### src/rtl/sdram_wr_burst_packer.sv
// Packs async-FIFO words into BURST_LEN-beat SDRAM write bursts: fill, command, stream.
// Define SDRAM_PKR_FLUSH_EN to flush partial bursts after FLUSH_CYC idle cycles.
module sdram_wr_burst_packer #(
    parameter int WIDTH      = 8,
    parameter int BURST_LEN  = 4,
    parameter int CNT_W      = 3,
    parameter int ADDR_WIDTH = 22,
    parameter int FLUSH_CYC  = 16
) (
    input  logic                  i_clk,
    input  logic                  i_rst,
    input  logic                  i_fifo_empty,
    output logic                  o_fifo_rd_en,
    input  logic [WIDTH-1:0]      i_fifo_rd_data,
    output logic                  o_cmd_valid,
    input  logic                  i_cmd_ready,
    output logic [ADDR_WIDTH-1:0] o_cmd_addr,
    output logic [CNT_W-1:0]      o_cmd_len,
    input  logic                  i_wdata_req,
    output logic [WIDTH-1:0]      o_wdata,
    output logic                  o_wdata_mask,
    output logic                  o_busy
);
    localparam logic [CNT_W-1:0] BL = CNT_W'(BURST_LEN);
    localparam int IDX_W = $clog2(BURST_LEN);

    typedef enum logic [1:0] {FILL, REQ, SEND} state_t;

    state_t                  r_state;
    state_t                  w_nextState;
    logic [CNT_W-1:0]        r_issued;
    logic [CNT_W-1:0]        r_rcvd;
    logic [CNT_W-1:0]        r_beat;
    logic [CNT_W-1:0]        r_cmdLen;
    logic                    r_rdPend;
    logic [ADDR_WIDTH-1:0]   r_addrPtr;
    logic [WIDTH-1:0]        r_buf [BURST_LEN];
    logic [WIDTH-1:0]        r_wdata;
    logic                    w_beatAccept;
    logic                    w_flush;

    if (2**CNT_W <= BURST_LEN || FLUSH_CYC < 1) begin : g_paramCheck
        $error("sdram_wr_burst_packer: CNT_W too narrow for BURST_LEN or FLUSH_CYC < 1");
    end

`ifdef SDRAM_PKR_FLUSH_EN
    localparam int IDLE_W = $clog2(FLUSH_CYC + 1);

    logic [IDLE_W-1:0] r_idle;
    logic              r_wdataMask;
    logic              w_flushEligible;

    // Idle timer only runs while a partial burst sits fully received in the buffer.
    assign w_flushEligible = (r_state == FILL) && (r_rcvd != '0) && (r_rcvd < BL) && (r_issued == r_rcvd);
    assign w_flush         = w_flushEligible && (r_idle == IDLE_W'(FLUSH_CYC));

    always_ff @(posedge i_clk or posedge i_rst) begin
        if (i_rst) begin
            r_idle <= '0;
        end else if (!w_flushEligible || o_fifo_rd_en) begin
            r_idle <= '0;
        end else if (i_fifo_empty && r_idle != IDLE_W'(FLUSH_CYC)) begin
            r_idle <= r_idle + IDLE_W'(1);
        end
    end

    always_ff @(posedge i_clk or posedge i_rst) begin
        if (i_rst) begin
            r_wdataMask <= 1'b0;
        end else begin
            r_wdataMask <= w_beatAccept && (r_beat >= r_cmdLen);
        end
    end

    assign o_wdata_mask = r_wdataMask;
`else
    assign w_flush      = 1'b0;
    assign o_wdata_mask = 1'b0;
`endif

    always_ff @(posedge i_clk or posedge i_rst) begin
        if (i_rst) begin
            r_state <= FILL;
        end else begin
            r_state <= w_nextState;
        end
    end

    // Pops stop once a full burst is issued or a flush is firing, so no word is stranded in flight.
    always_comb begin
        w_nextState  = r_state;
        o_fifo_rd_en = 1'b0;
        o_cmd_valid  = 1'b0;
        w_beatAccept = 1'b0;
        case (r_state)
            FILL: begin
                o_fifo_rd_en = ~i_rst & ~i_fifo_empty & (r_issued < BL) & ~w_flush;
                if (r_rcvd == BL || w_flush) begin
                    w_nextState = REQ;
                end
            end
            REQ: begin
                o_cmd_valid = 1'b1;
                if (i_cmd_ready) begin
                    w_nextState = SEND;
                end
            end
            SEND: begin
                if (r_beat == BL) begin
                    w_nextState = FILL;
                end else begin
                    w_beatAccept = i_wdata_req;
                end
            end
            default: w_nextState = FILL;
        endcase
    end

    always_ff @(posedge i_clk or posedge i_rst) begin
        if (i_rst) begin
            r_rdPend  <= 1'b0;
            r_issued  <= '0;
            r_rcvd    <= '0;
            r_beat    <= '0;
            r_cmdLen  <= '0;
            r_addrPtr <= '0;
            r_wdata   <= '0;
        end else begin
            r_rdPend <= o_fifo_rd_en;
            if (o_fifo_rd_en) begin
                r_issued <= r_issued + CNT_W'(1);
            end
            if (r_rdPend) begin
                r_rcvd <= r_rcvd + CNT_W'(1);
            end
            if (r_state == FILL && w_nextState == REQ) begin
                r_cmdLen <= w_flush ? r_rcvd : BL;
            end
            if (o_cmd_valid && i_cmd_ready) begin
                r_addrPtr <= r_addrPtr + ADDR_WIDTH'(BURST_LEN);
            end
            if (w_beatAccept) begin
                r_beat <= r_beat + CNT_W'(1);
            end
            // Last beat has been on the bus for a cycle: the buffer is free for the next burst.
            if (r_state == SEND && r_beat == BL) begin
                r_issued <= '0;
                r_rcvd   <= '0;
                r_beat   <= '0;
            end
            r_wdata <= (w_beatAccept && r_beat < r_cmdLen) ? r_buf[r_beat[IDX_W-1:0]] : '0;
        end
    end

    always_ff @(posedge i_clk) begin
        if (r_rdPend) begin
            r_buf[r_rcvd[IDX_W-1:0]] <= i_fifo_rd_data;
        end
    end

    assign o_cmd_addr = r_addrPtr;
    assign o_cmd_len  = r_cmdLen;
    assign o_wdata    = r_wdata;
    assign o_busy     = (r_state != FILL) || (r_issued != '0);

endmodule

### config.mk
export PLATFORM = sky130hd
export DESIGN_NAME = sdram_wr_burst_packer
export DESIGN_NICKNAME = d
export VERILOG_FILES = /design/src/rtl/sdram_wr_burst_packer.sv
export SDC_FILE = /design/constraint.sdc
export NUM_CORES = 1
export LEC_CHECK = 0
export BUFFER_PORTS_ARGS = -buffer_cell sky130_fd_sc_hd__buf_2
export CAP_MARGIN = 20
export CORE_AREA = 2 2 96 98
export DETAILED_ROUTE_END_ITERATION = 6
export DIE_AREA = 0 0 98 100
export PLACE_DENSITY = 0.59
export SETUP_SLACK_MARGIN = 0.1
export SKIP_CTS_REPAIR_TIMING = 1
export SLEW_MARGIN = 20
export SYNTH_ARGS = -nofsm -noshare
export SYNTH_HDL_FRONTEND = slang
export SYNTH_SLANG_ARGS = --single-unit
### constraint.sdc
create_clock -name i_clk -period 1.5 [get_ports i_clk]
set_input_delay 0.375 -clock i_clk [delete_from_list [all_inputs] [get_ports i_clk]]
set_output_delay 0.375 -clock i_clk [all_outputs]
set_load 0.01 [all_outputs]
* Word level (Yosys, flattened, before mapping)
Memory sizes are Yosys's and may differ from the RTL's.
Cells that the tools add are included.
** Word-level totals
- Flip-flop bits (word level) :: 43
- RAM bits :: 32
- Bits of input ports :: 13
- Output and inout port bits :: 37
- Logic and storage cells :: 52
- Memories :: 1
** Operators by class
- $add $sub $neg :: 4
- Order comparisons :: 2
- Equality and inequality tests :: 5
- Mux-type cells :: 17
- Bitwise operators :: 4
- Reductions and logical operators :: 11
** Memories
- r_buf :: depth 4, bits a word 8, read ports 1, clocked after Yosys merged registers in 0, wr ports 1, RTL line 37 : logic [WIDTH-1:0] r_buf [BURST_LEN];
** Operator list (number)
- adder 22 x 3 -> 22 bit, second input constant :: 1
- 2-to-1 mux 3 bit :: 6
- adder 3 x 1 -> 3 bit, second input constant :: 3
- 2-to-1 mux 8 bit :: 1
- nonzero test 2 bit :: 4
- equality test 3 bit, second input constant :: 2
- 2-to-1 mux 1 bit :: 6
- 2-to-1 mux 2 bit :: 3
- case mux 2 bit (3 select lines) :: 1
- equality test 2 x 1 -> 1 bit, second input constant :: 2
- logical AND 1 bit :: 4
- < comparator 3 bit :: 1
- < comparator 3 bit, second input constant :: 1
- nonzero test 3 bit :: 1
- AND 1 bit :: 2
- equality test 2 bit, second input constant :: 1
- logical NOT 2 bit :: 1
- inverter 1 bit :: 2
- logical OR 1 bit :: 1

* Depth between registers and ports, before layout
- Word-level depth :: 6
- Mapped depth :: 7

* Least setup slack after synthesis
OpenSTA, ideal clock, no wires.
- Path kind :: register to register
- From :: register r_addrPtr[2], in the netlist o_cmd_addr[2]
- To :: register r_addrPtr[20], in the netlist o_cmd_addr[20]
- Library setup time :: 0.125 ns
- Data arrival time :: 1.402 ns
- Data required time :: 1.375 ns
- Path slack :: -0.027 ns
- Stages on the path, launching flop included :: 6
- Clock period less this slack :: 1.527 ns
- Cells stage by stage :: dfrtp_1 -> ha_1 -> nand4b_1 -> nor4_4 -> nand4_1 -> xnor2_1
** On the way
- Word-level cells in the longest chain between the ends :: 1
** RTL lines
- from (decl) :: RTL line 36 : logic [ADDR_WIDTH-1:0] r_addrPtr;
- from (signal assigned) :: RTL line 140 : r_addrPtr <= r_addrPtr + ADDR_WIDTH'(BURST_LEN);
- adder 22 x 3 -> 22 bit :: RTL line 140
Every way passes these cells.
A chain may end at the register's enable or synchronous reset.

* Worst setup path in the final report
- From :: register r_state[0]
- To :: output port o_fifo_rd_en
** On the way
- Word-level cells in the longest chain between the ends :: 2
** RTL lines
- from (decl) :: RTL line 29 : state_t r_state;
- from (signal assigned) :: RTL line 85 : r_state <= w_nextState;
- logical NOT 2 bit :: RTL line 95 : case (r_state)
- 2-to-1 mux 1 bit :: RTL line 95
- to (decl) :: RTL line 13 : output logic o_fifo_rd_en,
Every way passes these cells.

==> results.py <==
metrics = {
    "run_status": {
        "run_status": "finished, violations left",
        "failed_checks": "negative setup slack",
    },
    "synthesis": {
        "ys.flop_type": "dfrtp_1",
        "synth_cell_types": 33,
        "ys_top_cells_by_count": "dfrtp_1 (41), edfxtp_1 (32), xnor2_1 (18), nand2_1 (11)",
        "synth_edf_count": 32,
        "synth-seq-cells": 73,
        "ys_seq_area_share_pct": 65.6,
        "yosys_warnings": 0,
        "async_flop_share_pct": 56.2,
        "synthTopCellsByArea": "dfrtp_1 (34%), edfxtp_1 (32%), mux4_2 (6.0%)",
        "yosysMostFrequentCell": "dfrtp_1",
        "synth_top_cell_area_share_pct": 33.9,
        "syn_area_sq_um": 3030,
        "synth_area_leader_cell": "dfrtp_1",
        "synthCells": 208,
        "syn_area_per_cell_sq_um": 14.6,
    },
    "setup_path": {
        "rrSetupSlack_ps": 20,
        "cp.required_ps": 1120,
        "startpoint": "r_state[0]",
        "end_kind": "output pin",
        "start_kind": "flip-flop",
        "worstPathMaxFanout": 3,
        "r2r-end": "o_cmd_addr[20]",
        "worstReg2RegStart": "r_state[1]",
        "worstPathArrival_ps": 1350,
        "criticalPathCategory": "reg2out",
        "r2r_cells": 4,
    },
    "floorplan": {
        "start_util_pct": 34.0,
        "die-height_um": 100,
        "rows": 35,
        "num_io_pins": 50,
        "coreArea_sq_um": 8890,
        "dieWidth_um": 98,
        "fp.dieArea_sq_um": 9800,
    },
    "sta": {
        "rsz0062_at_grt": "true",
        "setup_violations": 3,
        "setup_tns_ps": -461,
        "hold_viol": 0,
        "fin_ws_ps": -227,
        "period_needed_ps": 1730,
        "slew_violations": 0,
        "fmax_mhz": 579,
        "finClkSkew_ps": 11.0,
        "finalCritPeriodShare_pct": 115,
    },
    "place": {
        "gp_congestion": 0.779,
        "dp_hpwl_um": 3640,
        "pre_cts_slack_ps": -24.6,
        "portBuffers": 44,
        "post-place-cells": 382,
    },
    "global_route": {
        "grt_pass1_vias": 1798,
        "track_usage_pct": 11.8,
        "grt_pass1_wl_um": 8880,
        "overflow": 0,
        "antenna_found_initial": 0,
        "grt_max_degree": 42,
    },
    "routing": {
        "wl_met2_um": 3030,
        "avgRoutedWirePerCell_um": 14.0,
        "first_pass_iters": 4,
        "top_layer": "met4",
        "drt_iter0_drc": 76,
        "ant_nets": 0,
        "vias": 1918,
        "route.detailed.drc": 0,
        "m1WireLength_um": 2470,
        "vias_per_cell": 4.63,
        "dr_wl_met3_um": 198,
        "drt-total-wl_um": 5800,
    },
    "finish": {
        "fill_cells": 794,
        "n_antenna_cell": 0,
        "final_cells": 414,
        "seq_area_sq_um": 1990,
        "fin_nets": 320,
        "final_util_pct": 45.6,
        "area_growth_pct": 33.9,
        "layout-drive-gt1-share_pct": 40.3,
        "multiInputGateArea_sq_um": 1030,
    },
    "power": {
        "pwr-share-clk_pct": 27.9,
        "swShare_pct": 29.9,
        "intPower_w": 0.00408,
        "powerDensity_nw_per_um2": 1440,
        "p_leak_nw": 1.81,
        "peakVddDrop_mv": 0.787,
        "seq_power_share_pct": 44.3,
        "power_switching_w": 0.00174,
        "comb_power_share_pct": 27.8,
    },
    "run": {
        "drv_cap": 0,
    },
    "hold_path": {
        "hp-class": "in2async",
    },
    "clock_network": {
        "cts-buffers-inserted": 9,
        "clk_latency_ps": 350,
        "clock-sinks": 73,
        "clk_path_buf_depth": 2,
        "cts_root_buf": "clkbuf_8",
        "clk_pin_slew_ps": 90,
        "cts_tree": "done",
        "htree_levels": 3,
    },
}
## routing by layer
metal	GRT usage, %	up-vias
met5	0	-
met4	4.81	0
met3	3.76	10
met2	19.9	43
met1	14.1	960
li1	-	905
## power groups by stage
stage | registers [W] | logic (W) | clock network, W
2_1_floorplan | 0.00262 | 0.000866 | 0
3_3_place_gp | 0.00260 | 0.00141 | 0
3_5_place_dp | 0.00261 | 0.00143 | 0
4_1_cts | 0.00257 | 0.00143 | 0.00169
5_1_grt | 0.00261 | 0.00180 | 0.00177
6_report | 0.00258 | 0.00162 | 0.00163
## registers in the layout (all words and copies together) (netlist names)
signal,count
r_buf,32
o_cmd_addr,20
o_wdata,8
r_beat,3
r_issued,3
r_rcvd,3
r_state,2
o_cmd_len,1
r_rdPend,1
## critical path, stage by stage, from the launching register on
cell	delay [ps]
dfrtp_1	410
nor3_2	230
nor3b_4	220
buf_2	150
## how the worst max path moves through the flow
stage / slack (ps) / end / cells after the start
2_1_floorplan: 60 / o_cmd_addr[20] / 5
3_3_place_gp: 20 / o_cmd_addr[20] / 4
3_5_place_dp: -20 / o_cmd_addr[20] / 4
4_1_cts: -370 / o_fifo_rd_en / 3
5_1_grt: -310 / o_fifo_rd_en / 3
6_report: -230 / o_fifo_rd_en / 3
## cell usage in the layout (no fill, tap or decap), types with 3 or more instances in the layout
cell	count
buf_2	37
dfrtp_1	37
edfxtp_1	32
buf_4	23
buf_6	17
xnor2_1	16
nand2_1	11
inv_1	10
nor2b_1	9
ha_1	9
clkbuf_8	9
nor2_1	8
mux4_2	8
nand3_1	7
nand4_1	6
and2_1	5
o21ai_0	5
conb_1	5
buf_12	5
xor2_1	4
inv_6	4
dfrtp_2	4
and3_1	3
## layout make-up
class	instances	area share (%)
clock inverter	7	2.07
multi-input combinational	122	25.4
inverter	10	0.926
tap	111	3.43
clock buffer	9	3.06
timing repair buffer	82	16.0
sequential	73	49.1
## through the flow
stage	hold WS (ps)	instance area [sq um]	total power, W
global placement	459	3590	0.00401
global route	127	4050	0.00618
CTS	102	3800	0.00568
finish	104	4050	0.00583
floorplan	463	3050	0.00349
detailed placement	486	3590	0.00403
## cell families after synthesis
| group | Yosys count | synth area share [%] |
|---|---|---|
| and+or+nand+nor | 65 | 12.4 |
| adders and majority gates | 9 | 3.72 |
| other | 1 | 0.124 |
| muxes | 12 | 7.36 |
| DFF | 73 | 65.6 |
| buffers and inverters | 17 | 2.77 |
| AOI/OAI and AO/OA | 9 | 1.57 |
| xor gates and xnor gates | 22 | 6.37 |
Power figures use the tool's default switching activity.
